File: src/rtl/mgt_01_fsqrt_ctrl.sv
// FP32 square-root sequencer: classifies and unpacks the operand, drives a non-restoring
// sqrt core with a 2-integer-bit radicand, then rounds (RNE) and packs the result.
module mgt_01_fsqrt_ctrl #(
  parameter int unsigned DATA_WIDTH = 48,
  parameter int unsigned OUT_WIDTH  = 24,
  parameter int unsigned MAX_WAIT   = 32
) (
  input  logic                  clk_i,
  input  logic                  rst_n_i,
  input  logic                  clk_en_i,
  input  logic                  valid_i,
  input  logic [31:0]           operand_i,
  output logic                  ready_o,
  output logic [DATA_WIDTH-1:0] core_radicand_o,
  output logic                  core_en_o,
  input  logic [OUT_WIDTH-1:0]  core_root_i,
  input  logic [OUT_WIDTH:0]    core_remainder_i,
  input  logic                  core_valid_i,
  output logic [31:0]           result_o,
  output logic                  valid_o,
  output logic                  invalid_o,
  output logic                  inexact_o,
  output logic                  core_timeout_o
);

  localparam int unsigned CW = $clog2(MAX_WAIT + 1);

  typedef enum logic [2:0] {
    S_IDLE, S_SPECIAL, S_NORM, S_ISSUE, S_WAIT, S_ROUND
  } state_t;

  state_t r_state, w_state_nx;

  logic                  w_accept, w_sign, w_is_nan, w_is_zero, w_is_special, w_is_sub;
  logic [7:0]            w_expf;
  logic [22:0]           w_frac;
  logic [31:0]           w_spec_result;
  logic                  w_spec_invalid;
  logic                  w_round_up, w_ovf;
  logic [22:0]           w_mant_rnd;
  logic [7:0]            w_er_fin;

  logic [OUT_WIDTH-1:0]  r_mant;
  logic signed [9:0]     r_exp;
  logic [7:0]            r_er;
  logic [OUT_WIDTH-1:0]  r_q;
  logic [OUT_WIDTH:0]    r_rem;
  logic [31:0]           r_spec_result;
  logic                  r_spec_invalid;
  logic [CW-1:0]         r_wait_cnt;
  logic [DATA_WIDTH-1:0] r_radicand;
  logic                  r_core_en;
  logic [31:0]           r_result;
  logic                  r_valid, r_invalid, r_inexact, r_timeout;

  assign w_sign    = operand_i[31];
  assign w_expf    = operand_i[30:23];
  assign w_frac    = operand_i[22:0];
  assign w_is_nan  = (w_expf == 8'hFF) && (w_frac != 23'd0);
  assign w_is_zero = (w_expf == 8'h00) && (w_frac == 23'd0);
  assign w_is_sub  = (w_expf == 8'h00);
  assign w_is_special = w_is_nan || w_is_zero || w_sign || (w_expf == 8'hFF);

  // Priority: NaN, then signed zero, then any negative, leaving only +inf.
  always_comb begin
    w_spec_result  = 32'h7FC0_0000;
    w_spec_invalid = 1'b1;
    if (!w_is_nan && w_is_zero) begin
      w_spec_result  = {w_sign, 31'd0};
      w_spec_invalid = 1'b0;
    end else if (!w_is_nan && !w_sign) begin
      w_spec_result  = 32'h7F80_0000;
      w_spec_invalid = 1'b0;
    end
  end

  assign ready_o  = (r_state == S_IDLE) && !r_valid;
  assign w_accept = valid_i && ready_o;

  // R > q is the exact "above half" test; a tie is impossible for a square root.
  assign w_round_up = r_rem > {1'b0, r_q};
  assign w_ovf      = w_round_up && (&r_q);
  assign w_mant_rnd = r_q[22:0] + {22'd0, w_round_up};
  assign w_er_fin   = r_er + {7'd0, w_ovf};

  always_ff @(posedge clk_i or negedge rst_n_i) begin
    if (!rst_n_i) begin
      r_state <= S_IDLE;
    end else if (clk_en_i) begin
      r_state <= w_state_nx;
    end
  end

  always_comb begin
    w_state_nx = r_state;
    unique case (r_state)
      S_IDLE: begin
        if (w_accept) begin
          if (w_is_special)  w_state_nx = S_SPECIAL;
          else if (w_is_sub) w_state_nx = S_NORM;
          else               w_state_nx = S_ISSUE;
        end
      end
      S_SPECIAL: w_state_nx = S_IDLE;
      S_NORM:    if (r_mant[OUT_WIDTH-2]) w_state_nx = S_ISSUE;
      S_ISSUE:   w_state_nx = S_WAIT;
      S_WAIT:    if (core_valid_i) w_state_nx = S_ROUND;
      S_ROUND:   w_state_nx = S_IDLE;
      default:   w_state_nx = S_IDLE;
    endcase
  end

  always_ff @(posedge clk_i or negedge rst_n_i) begin
    if (!rst_n_i) begin
      r_mant         <= '0;
      r_exp          <= '0;
      r_er           <= '0;
      r_q            <= '0;
      r_rem          <= '0;
      r_spec_result  <= '0;
      r_spec_invalid <= 1'b0;
      r_wait_cnt     <= '0;
      r_radicand     <= '0;
      r_core_en      <= 1'b0;
      r_result       <= '0;
      r_valid        <= 1'b0;
      r_invalid      <= 1'b0;
      r_inexact      <= 1'b0;
      r_timeout      <= 1'b0;
    end else if (clk_en_i) begin
      r_valid <= 1'b0;
      unique case (r_state)
        S_IDLE: begin
          if (w_accept) begin
            r_timeout      <= 1'b0;
            r_spec_result  <= w_spec_result;
            r_spec_invalid <= w_spec_invalid;
            r_mant         <= {!w_is_sub, w_frac};
            r_exp          <= w_is_sub ? -10'sd126 : ($signed({2'b00, w_expf}) - 10'sd127);
          end
        end
        S_SPECIAL: begin
          r_result  <= r_spec_result;
          r_valid   <= 1'b1;
          r_invalid <= r_spec_invalid;
          r_inexact <= 1'b0;
        end
        S_NORM: begin
          r_mant <= r_mant << 1;
          r_exp  <= r_exp - 10'sd1;
        end
        S_ISSUE: begin
          // Odd exponent folds a factor of 2 into the radicand so the root exponent is e/2.
          if (r_exp[0]) r_radicand <= {r_mant, {(DATA_WIDTH-OUT_WIDTH){1'b0}}};
          else          r_radicand <= {1'b0, r_mant, {(DATA_WIDTH-OUT_WIDTH-1){1'b0}}};
          r_er       <= r_exp[8:1] + 8'd127;
          r_core_en  <= 1'b1;
          r_wait_cnt <= '0;
        end
        S_WAIT: begin
          if (core_valid_i) begin
            r_q       <= core_root_i;
            r_rem     <= core_remainder_i;
            r_core_en <= 1'b0;
          end else begin
            if (r_wait_cnt != CW'(MAX_WAIT)) r_wait_cnt <= r_wait_cnt + 1'b1;
            if (r_wait_cnt == CW'(MAX_WAIT - 1)) r_timeout <= 1'b1;
          end
        end
        S_ROUND: begin
          r_result  <= {1'b0, w_er_fin, w_mant_rnd};
          r_valid   <= 1'b1;
          r_invalid <= 1'b0;
          r_inexact <= |r_rem;
        end
        default: ;
      endcase
    end
  end

  assign core_radicand_o = r_radicand;
  assign core_en_o       = r_core_en;
  assign result_o        = r_result;
  assign valid_o         = r_valid;
  assign invalid_o       = r_invalid;
  assign inexact_o       = r_inexact;
  assign core_timeout_o  = r_timeout;

endmodule

File: config.mk
export PLATFORM = sky130hd
export DESIGN_NAME = mgt_01_fsqrt_ctrl
export DESIGN_NICKNAME = d
export VERILOG_FILES = /design/src/rtl/mgt_01_fsqrt_ctrl.sv
export SDC_FILE = /design/constraint.sdc
export NUM_CORES = 1
export LEC_CHECK = 0
export CORE_ASPECT_RATIO = 1.5
export CORE_MARGIN = 1
export CORE_UTILIZATION = 30
export DETAILED_ROUTE_END_ITERATION = 6
export REMOVE_ABC_BUFFERS = 1
export SLEW_MARGIN = 10
export SYNTH_ARGS = -nofsm -noshare
export SYNTH_HDL_FRONTEND = slang
export SYNTH_SLANG_ARGS = --single-unit
File: constraint.sdc
create_clock -name clk_i -period 4.95 [get_ports clk_i]
set_clock_uncertainty 0.05 [all_clocks]
set_input_delay 0.7425 -clock clk_i [delete_from_list [all_inputs] [get_ports clk_i]]
set_output_delay 0.7425 -clock clk_i [all_outputs]
set_load 0.005 [all_outputs]
* After elaboration in Yosys (flattened, before gate mapping)
Cells that the tools add are included.
** Storage, ports and cells
- Output and inout port bits :: 86
- Register bits :: 218
- Word-level logic and storage cells :: 100
** Cells by class
- Add/subtract/negate cells :: 6
- Eq/ne operators :: 14
- Muxes and demuxes :: 29
- Reduce and logical (&&, ||, !) cells :: 34
- Order comparisons :: 1
** Operator list (number)
- one-hot mux 32 bit (2 select lines) :: 1
- two-way mux 48 bit :: 1
- one-hot mux 24 bit (2 select lines) :: 1
- two-way mux 32 bit :: 1
- > comparator 25 x 24 -> 1 bit :: 1
- OR reduction 25 bit :: 1
- two-way mux 24 bit :: 1
- AND reduction 24 bit :: 1
- adder 23 x 1 -> 23 bit :: 1
- zero test 23 bit :: 1
- two-way mux 23 bit :: 1
- nonzero test 23 bit :: 1
- two-way mux 10 bit :: 2
- one-hot mux 10 bit (2 select lines) :: 1
- two-way mux 6 bit :: 2
- inequality test 2 bit, second input constant :: 6
- one-hot mux 3 bit (4 select lines) :: 1
- one-hot mux 6 bit (2 select lines) :: 1
- AND reduction 3 bit :: 4
- subtractor 10 x 2 -> 10 bit, second input constant :: 1
- two-way mux 3 bit :: 3
- subtractor 8 x 7 -> 9 bit, second input constant :: 1
- adder 8 x 1 -> 8 bit :: 1
- adder 8 x 7 -> 8 bit, second input constant :: 1
- other kinds (20) :: 48

* Depth between registers and ports, before layout
Gate-level depths: netlist of the first run.
- Depth after elaboration :: 8
- Depth in mapped cells :: 14

* Worst setup path before layout of the first run
OpenSTA, ideal clock, no wires.
- Kind :: reg-to-reg
- From :: reg r_q[15]
- To :: reg r_result[16], in the netlist result_o[16]
- Setup slack :: 1999 ps
- Path buffers :: 0
- Library setup time :: 133 ps
- Clock period less this slack :: 2951 ps
- Cell stages (with the launch flop) :: 15
- Data arrival time :: 2768 ps
- Cells stage by stage :: dfrtp_1 > inv_1 > ha_1 > nand4_1 > nor4_1 > o211ai_1 > a21boi_1 > o21a_1 > ha_1 > ha_1 > inv_1 > nor3_2 > nand4_1 > xnor2_1 > o21ai_0
** Between the ends
- Cells in the longest elaborated chain, start to end :: 3
** RTL lines
- start: declaration :: line 46 : logic [OUT_WIDTH-1:0] r_q;
- start signal: assignment :: line 162 : r_q <= core_root_i;
- > comparator 25 x 24 -> 1 bit :: line 81 : assign w_round_up = r_rem > {1'b0, r_q};
- adder 23 x 1 -> 23 bit (*) :: line 83 : assign w_mant_rnd = r_q[22:0] + {22'd0, w_round_up};
- one-hot mux 32 bit (2 select lines) (*) :: line 132 : unique case (r_state)
- end signal: assignment :: line 143 : r_result <= r_spec_result;
- end signal: assignment :: line 171 : r_result <= {1'b0, w_er_fin, w_mant_rnd};
- end: declaration :: line 53 : logic [31:0] r_result;
Every way passes the cells marked *; elsewhere a longest branch is shown, timed or not.
A chain may end at the register's enable or synchronous reset.

* Final worst setup path of the first run
- From :: reg r_q[15]
- To :: reg r_result[22], in the netlist result_o[22]
The elaborated chain is that of the path after synthesis.

==> results.ini, run 1 <==
[logic_synthesis]
ys_async_sr_fraction_pct=100
avgSynthCellArea_um2=9.72
synth_top_family_by_area=simple AND/OR/NAND/NOR gates
muxShareOfSynthArea_pct=9.21
syn_area_mm2=0.00861
synth_seq_area_share_pct=47.6
synth_xor_area_share_pct=4.37
synth_seq_cells=164
synthAdderAreaFrac_pct=5.08
synthFlopType=dfrtp_1
yosysWarnings=0
synth_compound_area_share_pct=11.5
synth_cell_types=60
synth_edf_count=0
synth_simple_gate_area_share_pct=16.3
syn_inst=886

[layout]
fin_util_pct=38.9
area_delta_synth_final_pct=26.6
layout-drive-gt1-share_pct=8.17
layout_commonest_cell=dfrtp_1
nNetsFinal=1136
mostFrequentLayoutCells=dfrtp_1, nand2_1, clkdlybuf4s50_1, o21ai_0, nor2_1
final_area_mm2=0.0109
num_antenna_cells=0

[die]
boundaryPins=172
die_w_um=140
die-area_mm2=0.0294
num_rows=75
start_util_pct=30.7
die_y_um=210
core_area_mm2=0.0281

[worst_hold_path]
hp-class=primary input to asynchronous set/reset pin

[flow_run]
maxCapViolCount=0

[clock_network]
cts_hold_buf=0
cts_repair_resize_count=0
cts_tree=done
clkLatencyLatePin_ns=0.43
cts_sinks=164
clk_pin_slew_ns=0.07
cts_buffers=17
cts_buffer_depth=2
cts-root-buf=clkbuf_16
cts_setup_buffers=0
cts-htree-levels=4

[setup_path]
startpoint_type=flop
required_ns=5.17
crit_fanout=7
cp-end-kind=flop
path_class=flop to flop
critPathArrivalTime_ns=3.85

[place]
dp_hpwl_um=16700
gp_congestion=0.846
io_buffer_count=148
place_area_mm2=0.0103

[power]
leakage_nw=4.69
p_int_mw=3.94
combPwrFrac_pct=39.7
vdd_drop_max_v=0.000257
sw_frac_of_total_pct=37.6
pwr-share-seq_pct=39.0
power_density_mw_per_mm2=579
p_sw_mw=2.38
p_clk_share_pct=21.4
finalPower_mw=6.32

[global_route]
first_global_vias=6739
antenna_found_initial=0
gr-total-overflow=0
grt_max_degree=95
track_usage_pct=16.1
grt_pass1_wl_um=36500

[outcome]
outcome=finished, final reports clean

[timing]
fmaxAchievable_ghz=0.275
finalCritPeriodShare_pct=73.4
relSlewSlack_pct=36.1
worst_slew_pin_slew_ns=0.955
finalSetupViolCount=0
fin_setup_tns_ns=0
maxSlewViolCount=0
period_minus_slack_ns=3.63
hold_viol=0
rsz0062_at_grt=no

[detailed_routing]
drt_iter0_markers=295
drcViolationCount=0
ant_nets=0
drt_wl_total_um=22600
via_per_inst=4.93
routedWlPerCell_um=16.5
routed-via-count=6779
dr.pass1.iters=4

## stage by stage
step	worst slack (ns)	std cells	hold WS, ns
6_report	1.32	1374	0.345
5_1_grt	0.920	1374	0.402
4_1_cts	1.28	1374	0.389
3_5_place_dp	1.29	1342	0.416
3_3_place_gp	1.39	1342	0.412
2_1_floorplan	1.81	840	0.397
## sequential cells by signal (all words and copies together) (netlist names), 3 cells and up
name	count
r_er	8
r_mant	24
r_spec_result	3
r_exp	9
core_radicand_o	25
r_q	24
r_wait_cnt	6
r_rem	25
result_o	32
r_state	3
## cell families after synthesis
logic type,Yosys count
AOI/OAI and AO/OA,162
xor gates and xnor gates,43
adders and majority gates,35
buffers and inverters,105
DFF,164
muxes,73
other,1
and+or+nand+nor,303
## synth_stat cells (17+ instances only)
library cell  number  area share (%)
nand3_1           23             1.3
nand2_1          150             6.5
mux2i_1           23             2.7
xnor2_1           32             3.3
buf_2             19             1.1
nand4_1           17             1.2
inv_1             37             1.6
clkbuf_1          25             1.1
o21ai_0           67             3.9
buf_4             24             2.1
nor2_1            52             2.3
a31oi_1           26             1.9
ha_1              35             5.1
mux2_2            38             5.0
dfrtp_1          164              48
## power groups by stage
stage          clock (mW)  sequential (mW)  combinational [mW]
2_1_floorplan           0             2.37                1.50
3_3_place_gp            0             2.47                2.50
3_5_place_dp            0             2.48                2.54
4_1_cts              1.39             2.46                2.55
5_1_grt              1.45             2.55                2.83
6_report             1.35             2.46                2.51
## worst paths after layout
kind,start,endpoint,slack (ns),depth (start not counted)
worst max-delay path,r_q[15],result_o[22],1.32,14
worst min-delay path,rst_n_i,result_o[17],0.35,1
worst max register to register,r_q[15],result_o[22],1.32,14
worst min register to register,result_o[30],result_o[30],0.42,2
max in group asynchronous,rst_n_i,valid_o,3.44,2
min in group clk_i,result_o[30],result_o[30],0.42,2
## routing by layer
metal  share of wire (%)  up-vias  track usage (%)  routed length, um
met5                   0        -                0                  0
met4                 1.8        0             4.51                402
met3                 4.5       28             3.63               1010
met2                  53      178             29.1              11900
met1                  41     3257             18.8               9300
li1                    -     3316                -                  -
## critical path, stage by stage, from the launching register on
cell      delay [ns]
dfrtp_1         0.38
inv_1           0.09
ha_1            0.32
nand4_1         0.19
nor4_1          0.39
o211ai_1        0.14
a21boi_1        0.20
o21a_1          0.15
ha_1            0.23
ha_1            0.23
inv_1           0.09
nor3_2          0.56
nand4_1         0.19
xnor2_1         0.16
o21ai_0         0.08
## cell type report
class	instances	area (um^2)
clock buffers	18	429
clock inverters	14	164
fillers	2753	17100
inverters	37	139
multi-input cells	639	4090
flip-flops and latches	164	4100
well taps	346	433
repair buffers	156	1560
(Power assumes the default switching activity.)
==> run 2, diff against run 1 <==
==> constraint.sdc (replaced) <==
create_clock -name clk_i -period 3.6 [get_ports clk_i]
set_clock_uncertainty 0.05 [all_clocks]
set_input_delay 0.54 -clock clk_i [delete_from_list [all_inputs] [get_ports clk_i]]
set_output_delay 0.54 -clock clk_i [all_outputs]
set_load 0.005 [all_outputs]
==> run 2 against run 1 <==
Net effect:
- routed wire length grew 1.4%
- worst setup slack lost 0.92 ns
- die area is the same
- combinational power grew 39%
- hold slack lost 0.25 ns
- clock-buffer cell count grew 3
- critical path depth grew 1
- register-to-register slack lost 0.92 ns
- final area grew 0.64%
- total power grew 38%
- cell count grew 0.51%
- critical path type unchanged
==> results.ini, run 2 (synthesis gave the netlist of run 1 again) <==
[layout]
fillerInstances=2805
largest_register_ffs=32
mostFrequentLayoutCells=dfrtp_1, nand2_1, clkdlybuf4s50_1, o21ai_0, nor2_1
layout-drive-gt1-share_pct=8.60
layout_commonest_cell=dfrtp_1
area_delta_synth_final_pct=27.5
nNetsFinal=1143
fin_util_pct=39.1
finalNonFillerCells=1381
final_area_mm2=0.0110
num_antenna_cells=0

[timing]
hold_viol=0
rsz0062_at_grt=no
period_minus_slack_ns=3.20
finalSetupViolCount=0
fin_setup_tns_ns=0
maxSlewViolCount=0
finalCritPeriodShare_pct=88.9
fmaxAchievable_ghz=0.313
worst_slack_ns=0.400
worst_slew_pin_slew_ns=0.946
relSlewSlack_pct=36.7
holdWs_ns=0.0998

[detailed_routing]
drt_wl_total_um=22900
drt_iter0_markers=324
routedWlPerCell_um=16.6
drcViolationCount=0
ant_nets=0
routed-via-count=6807
dr.pass1.iters=5
via_per_inst=4.93

[die]
boundaryPins=172
start_util_pct=30.7
die-area_mm2=0.0294
num_rows=75
core_area_mm2=0.0281
die_y_um=210
die_w_um=140

[setup_path]
cp-end-kind=flop
reg2reg_to=result_o[22]
startpoint_type=flop
startpoint=r_q[15]
critPathArrivalTime_ns=3.45
crit_fanout=7
reg2reg_setup_slack_ns=0.40
critPathCapture=result_o[22]
cpPeakStageDelay_ns=0.38
required_ns=3.85
reg2reg_depth=15
path_class=flop to flop
cp_cell_sequence=inv_1 > ha_1 > nand4_1 > nor4_2 > o211ai_1 > a21boi_1 > o21a_1 > ha_1 > ha_1 > inv_1 > nor3_2 > buf_4 > nand4_1 > xnor2_1 > o21ai_0
r2r_start=r_q[15]
crit_path_frequent_cell=ha_1
slowest_stage=dfrtp_1

[outcome]
outcome=finished, final reports clean

[clock_network]
cts_repair_resize_count=0
cts_hold_buf=0
cts_tree=done
cts_buffer_depth=2
clkLatencyLatePin_ns=0.43
cts_setup_buffers=0
cts-htree-levels=4
cts_buffers=17
clk_pin_slew_ns=0.06
cts_sinks=164
cts-root-buf=clkbuf_16

[global_route]
grt_pass1_wl_um=37100
gr-total-overflow=0
first_global_vias=6973
grt_max_degree=81
antenna_found_initial=0
track_usage_pct=16.4

[place]
placed_cells=1349
io_buffer_count=148
place_area_mm2=0.0104
gp_congestion=0.887
dp_hpwl_um=17000
dp_slack_ns=0.228

[power]
finalPower_mw=8.75
leakage_nw=4.73
vdd_drop_max_v=0.000366
power_density_mw_per_mm2=797

[flow_run]
maxCapViolCount=0

[worst_hold_path]
hp-class=primary input to asynchronous set/reset pin

run 2: metal layers:
metal | vias up | routed length [um] | track usage (%)
met5 | - | 0 | 0
met3 | 29 | 1280 | 3.81
met2 | 198 | 11900 | 29.6
met4 | 0 | 500 | 5.68
li1 | 3324 | - | -
met1 | 3256 | 9300 | 18.7
run 2: critical path, delay by kind of cell (launching register included):
kind	cells	cell delay [ns]
AOI/OAI and AO/OA	4	0.56
xor gates and xnor gates	1	0.18
adders and majority gates	3	0.76
buffers and inverters	3	0.38
DFF	1	0.38
and+or+nand+nor	4	0.76
run 2: how the worst min path moves through the flow:
stage,start,endpoint,slack [ns]
global route,rst_n_i,result_o[18],0.15
CTS,rst_n_i,r_q[18],0.13
detailed placement,core_en_o,core_en_o,0.42
finish,rst_n_i,result_o[18],0.1
global placement,result_o[31],result_o[31],0.41
floorplan,rst_n_i,core_en_o,0.19
run 2: layout make-up:
cell class              instances  area, um^2  area share (%)
flip-flops and latches        164        4100            37.4
multi-input cells             639        4090            37.3
repair buffers                163        1620            14.8
clock buffers                  21         440            4.01
well taps                     346         433            3.94
clock inverters                11         151            1.38
inverters                      37         139            1.26
run 2: power by group:
part	total, mW	switching [mW]	internal, mW	leakage (nW)
clock	1.87	0.773	1.10	0.286
combinational	3.48	1.72	1.76	2.38
sequential	3.39	0.762	2.63	2.07
